<file path="src/rtl/clk_rst_seq.sv">
// MMCM power-up / recovery sequencer: drives mmcm_rst, qualifies LOCKED, releases core then ADS resets.
// Optional lock-loss event counter on loss_cnt is enabled by defining CLK_RST_SEQ_LOSS_LOG_EN.
module clk_rst_seq #(
   parameter int unsigned MMCM_RST_CYC     = 16,
   parameter int unsigned LOCK_TIMEOUT_CYC = 100000,
   parameter int unsigned LOCK_STABLE_CYC  = 1024,
   parameter int unsigned RST_STAGE_GAP    = 64,
   parameter int unsigned MAX_RETRY        = 3
) (
   input  logic       sys_clk,
   input  logic       sys_rst_n,
   input  logic       locked,
   input  logic       soft_rst,
   output logic       mmcm_rst,
   output logic       clk_en,
   output logic       rst_core,
   output logic       rst_ads,
   output logic       ready,
   output logic       fault,
   output logic [3:0] retry_cnt,
   output logic [7:0] loss_cnt
);

   // One phase counter is shared by all timed states, so it is sized for the largest limit.
   localparam int unsigned MAX_AB  = (MMCM_RST_CYC > LOCK_TIMEOUT_CYC) ? MMCM_RST_CYC : LOCK_TIMEOUT_CYC;
   localparam int unsigned MAX_CD  = (LOCK_STABLE_CYC > RST_STAGE_GAP) ? LOCK_STABLE_CYC : RST_STAGE_GAP;
   localparam int unsigned CNT_MAX = (MAX_AB > MAX_CD) ? MAX_AB : MAX_CD;
   localparam int unsigned CW      = $clog2(CNT_MAX + 1);

   localparam logic [CW-1:0] MRST_LAST    = CW'(MMCM_RST_CYC - 1);
   localparam logic [CW-1:0] TIMEOUT_LAST = CW'(LOCK_TIMEOUT_CYC - 1);
   localparam logic [CW-1:0] STABLE_DONE  = CW'(LOCK_STABLE_CYC);
   localparam logic [CW-1:0] GAP_LAST     = CW'(RST_STAGE_GAP - 1);
   localparam logic [3:0]    RETRY_LIMIT  = 4'(MAX_RETRY);

   typedef enum logic [2:0] {
      S_MRST, S_WAIT_LOCK, S_STABLE, S_REL_CORE, S_REL_ADS, S_RUN, S_FAULT
   } state_t;

   state_t        state, state_nx;
   logic [CW-1:0] cnt, cnt_nx;
   logic [3:0]    retry_nx, retry_inc;
   logic          fail;
   logic          sync_q, locked_s;
   logic          mmcm_rst_nx, clk_en_nx, rst_core_nx, rst_ads_nx, ready_nx, fault_nx;

   // NOTE: non-blocking assignments make every flop sample pre-edge values, independent of statement order.
   always_ff @(posedge sys_clk or negedge sys_rst_n) begin
      if (!sys_rst_n) begin
         sync_q   <= 1'b0;
         locked_s <= 1'b0;
      end else begin
         sync_q   <= locked;
         locked_s <= sync_q;
      end
   end

   // NOTE: every signal written here gets a default first, so no path can leave one unassigned and infer a latch.
   always_comb begin
      state_nx  = state;
      cnt_nx    = cnt + 1'b1;
      retry_nx  = retry_cnt;
      fail      = 1'b0;
      retry_inc = (retry_cnt == 4'hF) ? retry_cnt : retry_cnt + 4'd1;

      case (state)
         S_MRST: begin
            if (cnt == MRST_LAST) begin
               state_nx = S_WAIT_LOCK;
               cnt_nx   = '0;
            end
         end
         S_WAIT_LOCK: begin
            if (locked_s) begin
               state_nx = S_STABLE;
               cnt_nx   = '0;
            end else if (cnt == TIMEOUT_LAST) begin
               fail = 1'b1;
            end
         end
         S_STABLE: begin
            if (!locked_s) begin
               state_nx = S_WAIT_LOCK;
               cnt_nx   = '0;
            end else if (cnt == STABLE_DONE) begin
               state_nx = S_REL_CORE;
               cnt_nx   = '0;
            end
         end
         S_REL_CORE: begin
            if (!locked_s) begin
               fail = 1'b1;
            end else if (cnt == GAP_LAST) begin
               state_nx = S_REL_ADS;
               cnt_nx   = '0;
            end
         end
         S_REL_ADS: begin
            if (!locked_s) begin
               fail = 1'b1;
            end else if (cnt == GAP_LAST) begin
               state_nx = S_RUN;
               cnt_nx   = '0;
               retry_nx = '0;
            end
         end
         S_RUN: begin
            cnt_nx = '0;
            if (!locked_s) fail = 1'b1;
         end
         S_FAULT: cnt_nx = '0;
         default: begin
            state_nx = S_MRST;
            cnt_nx   = '0;
         end
      endcase

      if (fail) begin
         cnt_nx   = '0;
         retry_nx = retry_inc;
         state_nx = (retry_inc == RETRY_LIMIT) ? S_FAULT : S_MRST;
      end

      // A restart request overrides whatever the current state decided, including a failure.
      if (soft_rst) begin
         state_nx = S_MRST;
         cnt_nx   = '0;
         retry_nx = '0;
      end

      mmcm_rst_nx = (state_nx == S_MRST) || (state_nx == S_FAULT);
      clk_en_nx   = state_nx inside {S_REL_CORE, S_REL_ADS, S_RUN};
      rst_core_nx = !(state_nx inside {S_REL_ADS, S_RUN});
      rst_ads_nx  = (state_nx != S_RUN);
      ready_nx    = (state_nx == S_RUN);
      fault_nx    = (state_nx == S_FAULT);
   end

   always_ff @(posedge sys_clk or negedge sys_rst_n) begin
      if (!sys_rst_n) begin
         state     <= S_MRST;
         cnt       <= '0;
         retry_cnt <= '0;
         mmcm_rst  <= 1'b1;
         clk_en    <= 1'b0;
         rst_core  <= 1'b1;
         rst_ads   <= 1'b1;
         ready     <= 1'b0;
         fault     <= 1'b0;
      end else begin
         state     <= state_nx;
         cnt       <= cnt_nx;
         retry_cnt <= retry_nx;
         mmcm_rst  <= mmcm_rst_nx;
         clk_en    <= clk_en_nx;
         rst_core  <= rst_core_nx;
         rst_ads   <= rst_ads_nx;
         ready     <= ready_nx;
         fault     <= fault_nx;
      end
   end

`ifdef CLK_RST_SEQ_LOSS_LOG_EN
   // Only lock loss after release counts; timeouts and STABLE glitches are not logged.
   logic lock_loss;
   assign lock_loss = !soft_rst && !locked_s && (state inside {S_REL_CORE, S_REL_ADS, S_RUN});

   always_ff @(posedge sys_clk or negedge sys_rst_n) begin
      if (!sys_rst_n) begin
         loss_cnt <= '0;
      end else if (lock_loss && (loss_cnt != 8'hFF)) begin
         loss_cnt <= loss_cnt + 8'd1;
      end
   end
`else
   assign loss_cnt = '0;
`endif

endmodule

</file>
<file path="config.mk">
export PLATFORM = sky130hd
export DESIGN_NAME = clk_rst_seq
export DESIGN_NICKNAME = d
export VERILOG_FILES = /design/src/rtl/clk_rst_seq.sv
export SDC_FILE = /design/constraint.sdc
export NUM_CORES = 1
export LEC_CHECK = 0
export ABC_AREA = 1
export CAP_MARGIN = 20
export CORE_ASPECT_RATIO = 1.5
export CORE_MARGIN = 2
export CORE_UTILIZATION = 43
export DETAILED_ROUTE_END_ITERATION = 10
export PLACE_DENSITY = 0.75
export SETUP_SLACK_MARGIN = 0.05
export SYNTH_ARGS = -nofsm -noshare
export SYNTH_HDL_FRONTEND = slang
export SYNTH_SLANG_ARGS = --single-unit
</file>
<file path="constraint.sdc">
create_clock -name sys_clk -period 3.9 [get_ports sys_clk]
set_clock_uncertainty 0.1 [all_clocks]
set_input_delay 0.78 -clock sys_clk [delete_from_list [all_inputs] [get_ports sys_clk]]
set_output_delay 0.78 -clock sys_clk [all_outputs]
set_load 0.005 [all_outputs]
</file>
# Word level (Yosys, flattened, before mapping)
# Index checks and enable logic that the tools add are counted.
# totals
ram_bits,0
ff_bits,32
memories,0
mem_bits_ro,0
input_bits,4
latch_bits,0
# op_classes
n_addsub,2
mux,31
magnitude_cmp,0
bitwise_logic,0
n_reduce_logical,13
shifts,0
eq_ne,17
mul,0
div,0
# ops
op,count
17-bit two-way mux,8
17-bit case mux with 4 select lines,1
3-bit two-way mux,11
4-bit two-way mux,6
"3-bit == test, second input constant",6
3-bit case mux with 6 select lines,1
"17-bit by 1-bit adder with 17-bit output, second input constant",1
"17-bit by 11-bit == test with 1-bit output, second input constant",1
"17-bit == test, second input constant",1
"17-bit by 4-bit == test with 1-bit output, second input constant",1
"17-bit by 6-bit == test with 1-bit output, second input constant",1
3-bit nonzero test,4
"3-bit by 2-bit == test with 1-bit output, second input constant",3
3-bit zero test,2
"4-bit by 1-bit adder with 4-bit output, second input constant",1
"4-bit by 2-bit == test with 1-bit output, second input constant",1
"4-bit == test, second input constant",1
2-bit OR reduction,2
"3-bit by 1-bit == test with 1-bit output, second input constant",1
1-bit two-way mux,3
"3-bit inequality test, second input constant",1
3-bit AND reduction,1
3-bit OR reduction,1
1-bit case mux with 2 select lines,1
3 further kinds,3

# Depth between registers and ports, before layout
# logic_depth
word_depth,9
depth_mapped,13

# Worst setup path before layout
# OpenSTA, ideal clock, no wires.
# synth_timing
kind,register to register
start,reg cnt[0]
end,reg cnt[2]
n_path_buf,1
setup_slack_ps,2124
path_stages_with_launch,12
t_arrival_ps,1555
setup_time_ps,121
path_cell_list,dfrtp_1 -> ha_1 -> nand2_2 -> nor2_4 -> nand2_2 -> nor2_4 -> nand2_2 -> a21oi_2 -> nand4_2 -> nand2_4 -> buf_12 -> nor2_2
# synth_between
elab_chain_cells,6
word_cells_on_any_way,17
cone_classes,1 x add/sub; 4 x eq/ne; 12 x mux
# synth_rtl
item,line,rtl
start: declaration,41,"logic [CW-1:0] cnt, cnt_nx;"
start signal: assignment,152,cnt <= cnt_nx;
"17-bit by 1-bit adder with 17-bit output, or another cell as far along",61,cnt_nx = cnt + 1'b1;
"17-bit two-way mux, or another cell as far along","93, 101",
"17-bit two-way mux, or another cell as far along",91,if (!locked_s) begin
17-bit case mux with 4 select lines or 1-bit case mux with 2 select lines (tied branches),66,case (state)
17-bit two-way mux (*),118,if (fail) begin
17-bit two-way mux (*),125,if (soft_rst) begin
net cnt_nx[2],41,
# The timed path passes the listed nets; every way through them passes the cells marked *.
# A chain may end at the register's enable or synchronous reset.

# Worst setup path after layout
# layout_timing
start,reg mmcm_rst
end,out mmcm_rst
# layout_lines
item,line,rtl
start: declaration,14,"output logic mmcm_rst,"
start signal: assignment,154,mmcm_rst <= mmcm_rst_nx;
# No word-level cell between the ends.

==> reports/metrics.csv <==
metric;value;unit
status;complete, no violations;
pwr-share-comb;4.5;%
h-tree-depth;2;
routed_wl;3.58;mm
synth_compound_area_share;5.52;%
timing.rr.start;cnt[0]$_DFF_PN0_;
power.leakage;1.02;nW
clk_latency;0.29;ns
cp.arrival;1.30;ns
drtIter0Drc;71;
p_int;0.534;mW
dr.pass1.iters;4;
post_cts_resize_count;0;
vias;1570;
synth-edff-count;0;
cts_buffers;5;
yosys_warnings;0;
cts_tree;done;
cp_top_family;flip-flops;
yosys.area_share.adder;1.97;%
path_cells;clkdlybuf4s50_1;
coreArea;0.00425;mm²
synthMuxAreaShare;0;%
synthTopCellsByCount;50 x nand2_1, 37 x nor2_1, 32 x inv_1;
clock-sinks;32;
syn_area;0.00191;mm²
power.total;0.685;mW
gr-total-overflow;0;
fin_nets;272;
grt_max_degree;33;
cap_viol_max_count;0;
crit_end;mmcm_rst;
ys_seq_elements;32;
reg2reg_slack;1.94;ns
yosysTopAreaCell;dfrtp_1;
hold_buffers;0;
drc;0;
peakVddDrop;0.264;mV
cts_root_buf;clkbuf_8;
cp-startpoint;mmcm_rst$_DFF_PN1_;
dieArea;0.00499;mm²
grt_pass1_vias;1507;
clkPwrFrac;46.0;%
clock.fmax;0.459;GHz
chipHeight;85.5;µm
holdWs;0.250;ns
grtUsageTotal;16.6;%
diodes;0;
p_seq_share;49.5;%
power_switching;0.151;mW
wl_per_cell;11.5;µm
synth_cells;247;
startpoint_type;flip-flop;
cpMaxStageDelayCell;dfstp_2;
gp_congestion;0.799;
hold_path_class;flip-flop to flip-flop;
yosysMostFrequentCell;nand2_1;
synth_xor_area_share;4.60;%
switching_share;22.0;%
synth.distinct_cells;30;
synth_top_family_by_area;simple AND/OR/NAND/NOR gates;
finalSetupViolCount;0;
fp.dieW;58.4;µm
nFillCells;425;
fin_util;50.7;%
clk_pin_slew;0.07;ns
area_growth;13.0;%
period_needed;2.18;ns
slowest_delay;0.52;ns
synth.area.top_cells;dfrtp_1 38%, nand2_1 9.8%, nor2_1 7.3%, inv_1 6.3%, nand3_1 6.0%;
reg2reg_depth;10;
vias_per_cell;5.03;
synthArstFlopShare;100;%
synth-seq-area-share;42.2;%
dp_hpwl;2.67;mm
synth-simple-area-share;34.7;%
num_rows;29;
cp_max_fo;1;
rr_endpoint;cnt[13]$_DFF_PN0_;
cts.path.max_buffers;2;
finalMaxSlewViolations;0;
ys.flop_type;dfrtp_1;
path_buf_inv;1;
drive_above_1_share;14.3;%
critPathCaptureType;output port;
start_util;44.9;%
cp.required;3.02;ns
avgSynthCellArea;7.71;µm²
pin_count;22;
grt_pass1_wl;6.27;mm
crit_cells;1;
synth_top_area_share;38.1;%
finalSetupTns;0;ns
worstSetupPathType;flip-flop to output port;
rsz0062_at_grt;false;
drtAntennaViolNets;0;
power_density;318;mW/mm²
port_buffers;13;
postCtsSetupBuffers;0;
antenna_found_initial;0;
hold_violations;0;
final.period_utilization;55.8;%
## kinds of logic after synthesis
family	count (synthesis)
buffers and inverters	42
adder cells (fa/ha/maj)	3
AO/OA/AOI/OAI	18
AND/OR/NAND/NOR	141
flip-flops	32
XOR/XNOR	10
other	1
## cell type report
class | instances | area, µm² | share of cell area (%)
clock buffer | 5 | 68.8 | 3.20
sequential | 32 | 805 | 37.4
inverter | 32 | 120 | 5.58
timing repair buffer | 14 | 138 | 6.39
tap | 46 | 57.6 | 2.67
multi-input combinational | 180 | 922 | 42.8
clock inverter | 3 | 42.5 | 1.98
## worst min-delay path by stage
| stage | start | endpoint | slack [ns] | cells after the start |
|---|---|---|---|---|
| 2_1_floorplan | sync_q$_DFF_PN0_ | locked_s$_DFF_PN0_ | 0.23 | 0 |
| 4_1_cts | sync_q$_DFF_PN0_ | locked_s$_DFF_PN0_ | 0.25 | 0 |
| 3_3_place_gp | sync_q$_DFF_PN0_ | locked_s$_DFF_PN0_ | 0.24 | 0 |
| 6_report | sync_q$_DFF_PN0_ | locked_s$_DFF_PN0_ | 0.25 | 0 |
| 5_1_grt | sync_q$_DFF_PN0_ | locked_s$_DFF_PN0_ | 0.27 | 0 |
| 3_5_place_dp | sync_q$_DFF_PN0_ | locked_s$_DFF_PN0_ | 0.23 | 0 |
## worst register-to-register path, stage by stage, from the launching register on
cell and delay, ns:
dfrtp_1 0.39, ha_1 0.23, nand2_2 0.09, nor2_4 0.14
nand2_2 0.09, nor2_4 0.11, nand2_2 0.08, a21oi_2 0.15
nand4_2 0.13, nand2_4 0.25, nor2_1 0.08
## power by group through the flow
| stage | Sequential [mW] | Combinational, mW | Clock (mW) |
|---|---|---|---|
| 6_report | 0.339 | 0.0309 | 0.315 |
| 5_1_grt | 0.340 | 0.0356 | 0.338 |
| 4_1_cts | 0.339 | 0.0319 | 0.322 |
| 3_5_place_dp | 0.345 | 0.0318 | 0 |
| 3_3_place_gp | 0.345 | 0.0315 | 0 |
| 2_1_floorplan | 0.345 | 0.0260 | 0 |
## cells in the final DEF (no fill, tap or decap), types with 8 or more instances in the layout
| master | synthesis | routed |
|---|---|---|
| nand2_1 | 50 | 50 |
| nor2_1 | 37 | 37 |
| inv_1 | 32 | 32 |
| dfrtp_1 | 29 | 29 |
| nand3_1 | 23 | 23 |
| clkdlybuf4s50_1 | 0 | 13 |
| nor2_2 | 12 | 12 |
| o21ai_0 | 10 | 10 |
| xor2_1 | 8 | 8 |
| conb_1 | 1 | 8 |
## routing by layer
layer  share of wire [%]  GRT usage (%)  vias up
met4                 3.1           9.51        0
met1                  38           17.0      724
met3                 3.6           3.47       10
met5                   0              0        -
met2                  55           29.9       42
li1                    -              -      794
## metrics by stage
step / std cells / setup WS, ns / instance area, µm²
detailed placement: 304 / 1.72 / 2040
floorplan: 254 / 2.12 / 1930
global route: 312 / 1.67 / 2150
CTS: 312 / 1.71 / 2150
global placement: 304 / 1.77 / 2040
finish: 312 / 1.72 / 2150
## sequential cells by signal, indices dropped and copies added, names as in the netlist
register,cells
state,3
sync_q,1
rst_ads,1
cnt,17
locked_s,1
clk_en,1
retry_cnt,4
mmcm_rst,1
ready,1
rst_core,1
fault,1
Power figures use the tool's default switching activity.
